**config.mk**
```make
export PLATFORM = sky130hd
export DESIGN_NAME = handshake_stream_gen
export DESIGN_NICKNAME = d
export VERILOG_FILES = /design/src/rtl/handshake_stream_gen_pkg.sv /design/src/rtl/stream_gen_datapath.sv /design/src/rtl/handshake_stream_gen.sv
export SDC_FILE = /design/constraint.sdc
export NUM_CORES = 1
export LEC_CHECK = 0
export CORE_ASPECT_RATIO = 0.9
export CORE_MARGIN = 2
export CORE_UTILIZATION = 54
export CTS_CLUSTER_SIZE = 12
export DETAILED_ROUTE_END_ITERATION = 10
export PLACE_DENSITY = 0.94
export SYNTH_ARGS = -nofsm -noshare
export SYNTH_HDL_FRONTEND = slang
export SYNTH_HIERARCHICAL = 1
export SYNTH_SLANG_ARGS = --single-unit
export TNS_END_PERCENT = 10
```
**constraint.sdc**
```tcl
create_clock -name clk -period 7.06 [get_ports clk]
set_clock_uncertainty 0.15 [all_clocks]
set_input_delay 1.412 -clock clk [delete_from_list [all_inputs] [get_ports clk]]
set_output_delay 1.412 -clock clk [all_outputs]
set_load 0.02 [all_outputs]
```
**src/rtl/handshake_stream_gen_pkg.sv**
```systemverilog
// Shared state encoding and default widths for the handshake_stream_gen transmitter.
package handshake_stream_gen_pkg;

    localparam int DEF_WORD_WIDTH = 32;
    localparam int DEF_LEN_WIDTH  = 16;
    localparam int DEF_GAP_CYCLES = 2;

    typedef enum logic [1:0] {
        ST_IDLE = 2'd0,
        ST_SEND = 2'd1,
        ST_GAP  = 2'd2,
        ST_DONE = 2'd3
    } state_t;

endpackage

```
**src/rtl/stream_gen_datapath.sv**
```systemverilog
// Burst datapath: current data word, captured step and remaining-beat counter.
module stream_gen_datapath
    import handshake_stream_gen_pkg::*;
#(
    parameter int WORD_WIDTH = DEF_WORD_WIDTH,
    parameter int LEN_WIDTH  = DEF_LEN_WIDTH
) (
    input  logic                  clk,
    input  logic                  rst,
    input  logic                  load,
    input  logic                  advance,
    input  logic [WORD_WIDTH-1:0] base,
    input  logic [WORD_WIDTH-1:0] step,
    input  logic [LEN_WIDTH-1:0]  len,
    output logic [WORD_WIDTH-1:0] data,
    output logic [LEN_WIDTH-1:0]  beats_left
);

    logic [WORD_WIDTH-1:0] step_q;

    // Load wins over advance; neither asserted means hold (covers backpressure stalls).
    always_ff @(posedge clk or posedge rst) begin
        if (rst) begin
            data       <= '0;
            step_q     <= '0;
            beats_left <= '0;
        end else if (load) begin
            data       <= base;
            step_q     <= step;
            beats_left <= len;
        end else if (advance) begin
            data       <= data + step_q;
            beats_left <= beats_left - LEN_WIDTH'(1);
        end
    end

endmodule

```
**src/rtl/handshake_stream_gen.sv**
```systemverilog
// Valid/ready burst transmitter emitting base, base+step, ... for cmd_len beats.
// Optional inter-beat idle gaps are compiled in with STREAM_GEN_GAP_EN.
module handshake_stream_gen
    import handshake_stream_gen_pkg::*;
#(
    parameter int WORD_WIDTH = DEF_WORD_WIDTH,
    parameter int LEN_WIDTH  = DEF_LEN_WIDTH,
    parameter int GAP_CYCLES = DEF_GAP_CYCLES
) (
    input  logic                  clk,
    input  logic                  rst,
    input  logic                  cmd_valid,
    output logic                  cmd_ready,
    input  logic [WORD_WIDTH-1:0] cmd_base,
    input  logic [WORD_WIDTH-1:0] cmd_step,
    input  logic [LEN_WIDTH-1:0]  cmd_len,
    output logic                  down_valid,
    output logic [WORD_WIDTH-1:0] down_data,
    output logic                  down_last,
    input  logic                  down_ready,
    output logic                  busy,
    output logic                  done,
    output logic [LEN_WIDTH-1:0]  beats_left
);

`ifdef STREAM_GEN_GAP_EN
    localparam bit GAP_BUILD = 1'b1;
`else
    localparam bit GAP_BUILD = 1'b0;
`endif
    localparam bit GAP_ON = GAP_BUILD && (GAP_CYCLES > 0);

    state_t state_q, state_d;
    logic   load, advance, last_beat;

    assign last_beat = (beats_left == LEN_WIDTH'(1));

    stream_gen_datapath #(
        .WORD_WIDTH (WORD_WIDTH),
        .LEN_WIDTH  (LEN_WIDTH)
    ) u_datapath (
        .clk        (clk),
        .rst        (rst),
        .load       (load),
        .advance    (advance),
        .base       (cmd_base),
        .step       (cmd_step),
        .len        (cmd_len),
        .data       (down_data),
        .beats_left (beats_left)
    );

`ifdef STREAM_GEN_GAP_EN
    localparam int GAP_W = (GAP_CYCLES > 1) ? $clog2(GAP_CYCLES) : 1;
    logic [GAP_W-1:0] gap_cnt;

    // Reloaded every SEND cycle so the count is fresh when GAP is entered.
    always_ff @(posedge clk or posedge rst) begin
        if (rst) begin
            gap_cnt <= '0;
        end else if (state_q == ST_SEND) begin
            gap_cnt <= GAP_W'(GAP_CYCLES - 1);
        end else if (state_q == ST_GAP) begin
            gap_cnt <= gap_cnt - GAP_W'(1);
        end
    end
`endif

    always_ff @(posedge clk or posedge rst) begin
        if (rst) begin
            state_q <= ST_IDLE;
        end else begin
            state_q <= state_d;
        end
    end

    always_comb begin
        state_d = state_q;
        load    = 1'b0;
        advance = 1'b0;
        case (state_q)
            ST_IDLE: begin
                if (cmd_valid) begin
                    if (cmd_len != '0) begin
                        load    = 1'b1;
                        state_d = ST_SEND;
                    end else begin
                        state_d = ST_DONE;
                    end
                end
            end
            ST_SEND: begin
                if (down_ready) begin
                    advance = 1'b1;
                    if (last_beat) begin
                        state_d = ST_DONE;
                    end else if (GAP_ON) begin
                        state_d = ST_GAP;
                    end
                end
            end
`ifdef STREAM_GEN_GAP_EN
            ST_GAP: begin
                if (gap_cnt == '0) begin
                    state_d = ST_SEND;
                end
            end
`endif
            ST_DONE: state_d = ST_IDLE;
            default: state_d = ST_IDLE;
        endcase
    end

    // Handshake outputs decode the state register only, never down_ready.
    assign cmd_ready  = (state_q == ST_IDLE);
    assign down_valid = (state_q == ST_SEND);
    assign down_last  = (state_q == ST_SEND) && last_beat;
    assign busy       = (state_q != ST_IDLE);
    assign done       = (state_q == ST_DONE);

endmodule

```
==> impl_metrics.py <==
metrics = {
    "worst_setup_path": {
        "crit_path_top_delay_cell": "buf_4",
        "cp.buffers_inverters": 2,
        "crit_path_max_fanout": 97,
        "path_cells": "clkdlybuf4s50_1, nor4_1, and4_1, nor2_4, buf_4, mux2_2",
        "cp_top_family": "buffers and inverters",
        "end_kind": "flip-flop",
        "critPathArrivalTime_ps": 4100,
        "startpoint_type": "input port",
        "max_stage_delay_ps": 810,
        "worstPathRequired_ps": 7140,
        "worstSetupPathType": "in2reg",
        "regToRegSetupSlack_ps": 3900,
    },
    "finish": {
        "area_delta_synth_final_pct": 30.56,
        "nets": 789,
        "fill_cells": 682,
        "antenna_cells": 0,
        "fin_area_um2": 6917,
        "drive_gt1_frac": 0.1034,
    },
    "timing": {
        "setup_viol": 0,
        "final_hold_viol_count": 0,
        "worst_pin_slew_ps": 1020,
        "layout_min_cycle_time_ps": 4021,
        "slew_violations": 0,
        "fmax_mhz": 248.7,
        "rsz0062_at_grt": "no",
        "fin_tns_setup_ps": 0,
        "slew-limit-headroom": 0.3203,
        "final.period_utilization": 0.5696,
    },
    "synthesis": {
        "synth_area_leaders": "dfrtp_1 (39%), ha_1 (7.6%), mux2_2 (6.8%), xnor2_1 (5.0%), o21ai_0 (4.3%)",
        "netlist.area_leader.share": 0.3873,
        "synth.cell_area_um2": 5298,
        "synth_most_common_cell": "dfrtp_1",
        "ys_top_cells_by_count": "dfrtp_1 (82), nand2_1 (56), o21ai_0 (46)",
        "synth_async_sr_flop_share": 1.000,
        "yosys_warnings": 6,
        "yosysSeqAreaShare": 0.3873,
        "synth_ff_type": "dfrtp_1",
        "syn_nets": 663,
        "ys_ff_latch": 82,
        "synth_top_cell_by_area": "dfrtp_1",
        "synth_edf_count": 0,
        "synthCells": 546,
        "ys_types": 61,
        "avgSynthCellArea_um2": 9.703,
    },
    "floorplan": {
        "start_util": 0.5510,
        "die_w_um": 108.4,
        "die_h_um": 97.97,
        "io_pins": 137,
        "core_area_um2": 9614,
        "num_rows": 34,
        "dieArea_um2": 10620,
    },
    "power_and_ir_drop": {
        "p_total_mw": 3.679,
        "intPower_mw": 1.972,
        "pwr-share-seq": 0.255,
        "pwr-share-clk": 0.086,
        "switching_share": 0.4640,
        "power_density_nw_per_um2": 531.9,
        "max-vdd-ir-drop_uv": 334.7,
        "combinationalPowerShare": 0.659,
        "p_switching_mw": 1.707,
        "p_leak_nw": 2.872,
    },
    "min_path": {
        "hp-class": "reg2reg",
    },
    "detailed_routing": {
        "initialDrtViolationCount": 177,
        "via_per_inst": 5.928,
        "drc": 0,
        "drt_wl_total_um": 13640,
        "wl_per_cell_um": 16.99,
        "vias": 4760,
        "drtPass1Iterations": 5,
        "antenna_left": 0,
    },
    "clock_tree": {
        "clock_latency_ps": 350,
        "tritoncts": "yes",
        "holdBufCountCts": 0,
        "cts.sinks": 82,
        "post_cts_buffers": 0,
        "clkSlewWorstSetupHoldPaths_ps": 90,
        "root_buffer": "clkbuf_8",
        "cts_buffers": 9,
        "post_cts_resized": 0,
        "htreeDepth": 3,
        "clock_path_buffers": 2,
    },
    "placement": {
        "io_buffer_count": 136,
        "place_area_um2": 6740,
        "gp_congestion": 0.8989,
        "dp_hpwl_um": 9866,
    },
    "grt": {
        "grt_pass1_wl_um": 22190,
        "track_usage": 0.2604,
        "antenna_found_initial": 0,
        "grt_max_degree": 98,
        "grt_pass1_vias": 4765,
        "grt_overflow": 0,
    },
    "job": {
        "maxCapViolations": 0,
    },
    "status": {
        "status": "complete, no violations",
    },
}
power groups by stage:
stage | sequential [mW] | combinational [mW] | clock (mW)
2_1_floorplan | 1.05 | 1.58 | 0
3_3_place_gp | 0.930 | 2.27 | 0
3_5_place_dp | 0.945 | 2.37 | 0
4_1_cts | 0.938 | 2.40 | 0.326
5_1_grt | 0.971 | 2.64 | 0.351
6_report | 0.939 | 2.42 | 0.316
flip-flops by register name, indices dropped and copies added, names as in the netlist:
name,cells
u_datapath/step_q,32
u_datapath/data,32
u_datapath/beats_left,16
state_q,2
cell usage in the layout, fill, tap and decap left out, drive strengths merged, types with 3 or more instances in the layout:
cell	synthesis	final
a211oi	6	6
a21o	14	14
a21oi	41	41
a22oi	8	8
and3	3	3
and4	4	4
buf	6	3
clkbuf	18	10
clkdlybuf4s50	0	136
clkinv	0	3
clkinvlp	0	3
dfrtp	82	82
ha	32	32
inv	18	18
mux2	32	32
mux2i	17	17
nand2	56	56
nand2b	4	4
nand3	12	12
nand4	5	5
nor2	19	19
nor2b	8	8
nor3	11	11
nor3b	4	4
nor4	11	11
o211ai	4	4
o21a	3	3
o21ai	56	56
o21bai	6	6
xnor2	30	30
xor2	10	10
cell families after synthesis:
kind of cell	synth area share
buf+inv	0.03306
simple gates	0.1481
flops	0.3873
compound gates	0.1859
xor+xnor	0.06613
fa+ha+maj	0.07936
mux	0.1001
metrics by stage:
| step | hold WS, ps | setup WS (ps) | util | instances |
|---|---|---|---|---|
| floorplan | 280.7 | 3446 | - | 546 |
| global placement | 294.5 | 2802 | 0.7011 | 787 |
| detailed placement | 303.3 | 2700 | 0.7011 | 787 |
| CTS | 317.2 | 3078 | 0.7194 | 803 |
| global route | 341.2 | 2923 | 0.7194 | 803 |
| finish | 320.2 | 3039 | 0.7194 | 803 |
worst reg2reg max path, delay by kind of cell (launching register included):
family | cells | cell delay [ps]
and+or+nand+nor | 2 | 280
DFF | 1 | 410
adders and majority gates | 2 | 650
AOI/OAI and AO/OA | 7 | 1560
worst paths after layout:
path,startpoint,end,depth (start not counted)
hold reg to reg,state_q[1]$_DFFE_PP0P_,state_q[0]$_DFFE_PP0P_,1
min in group asynchronous,rst,state_q[1]$_DFFE_PP0P_,2
setup / recovery,cmd_len[1],u_datapath/step_q[12]$_DFFE_PP0P_,6
hold / removal,state_q[1]$_DFFE_PP0P_,state_q[0]$_DFFE_PP0P_,1
setup reg to reg,u_datapath/data[0]$_DFFE_PP0P_,u_datapath/data[28]$_DFFE_PP0P_,11
max in group asynchronous,rst,u_datapath/data[14]$_DFFE_PP0P_,3
routing by layer:
layer | global-route usage | part of all wire | up-vias
met4 | 0.09961 | 0.019 | 0
met2 | 0.4428 | 0.50 | 230
met5 | 0 | 0 | -
met1 | 0.3255 | 0.40 | 2273
met3 | 0.05140 | 0.077 | 32
li1 | - | - | 2225
final cells by class:
| class | instances | area, um^2 | area share |
|---|---|---|---|
| Tap cell | 126 | 157.7 | 0.02279 |
| Timing Repair Buffer | 139 | 1384 | 0.2001 |
| Clock buffer | 10 | 127.6 | 0.01845 |
| Inverter | 18 | 68.82 | 0.009949 |
| Sequential cell | 82 | 2052 | 0.2967 |
| Clock inverter | 6 | 48.80 | 0.007055 |
| Multi-Input combinational cell | 422 | 3078 | 0.4450 |
No activity file was read; power rests on OpenSTA's default activity.
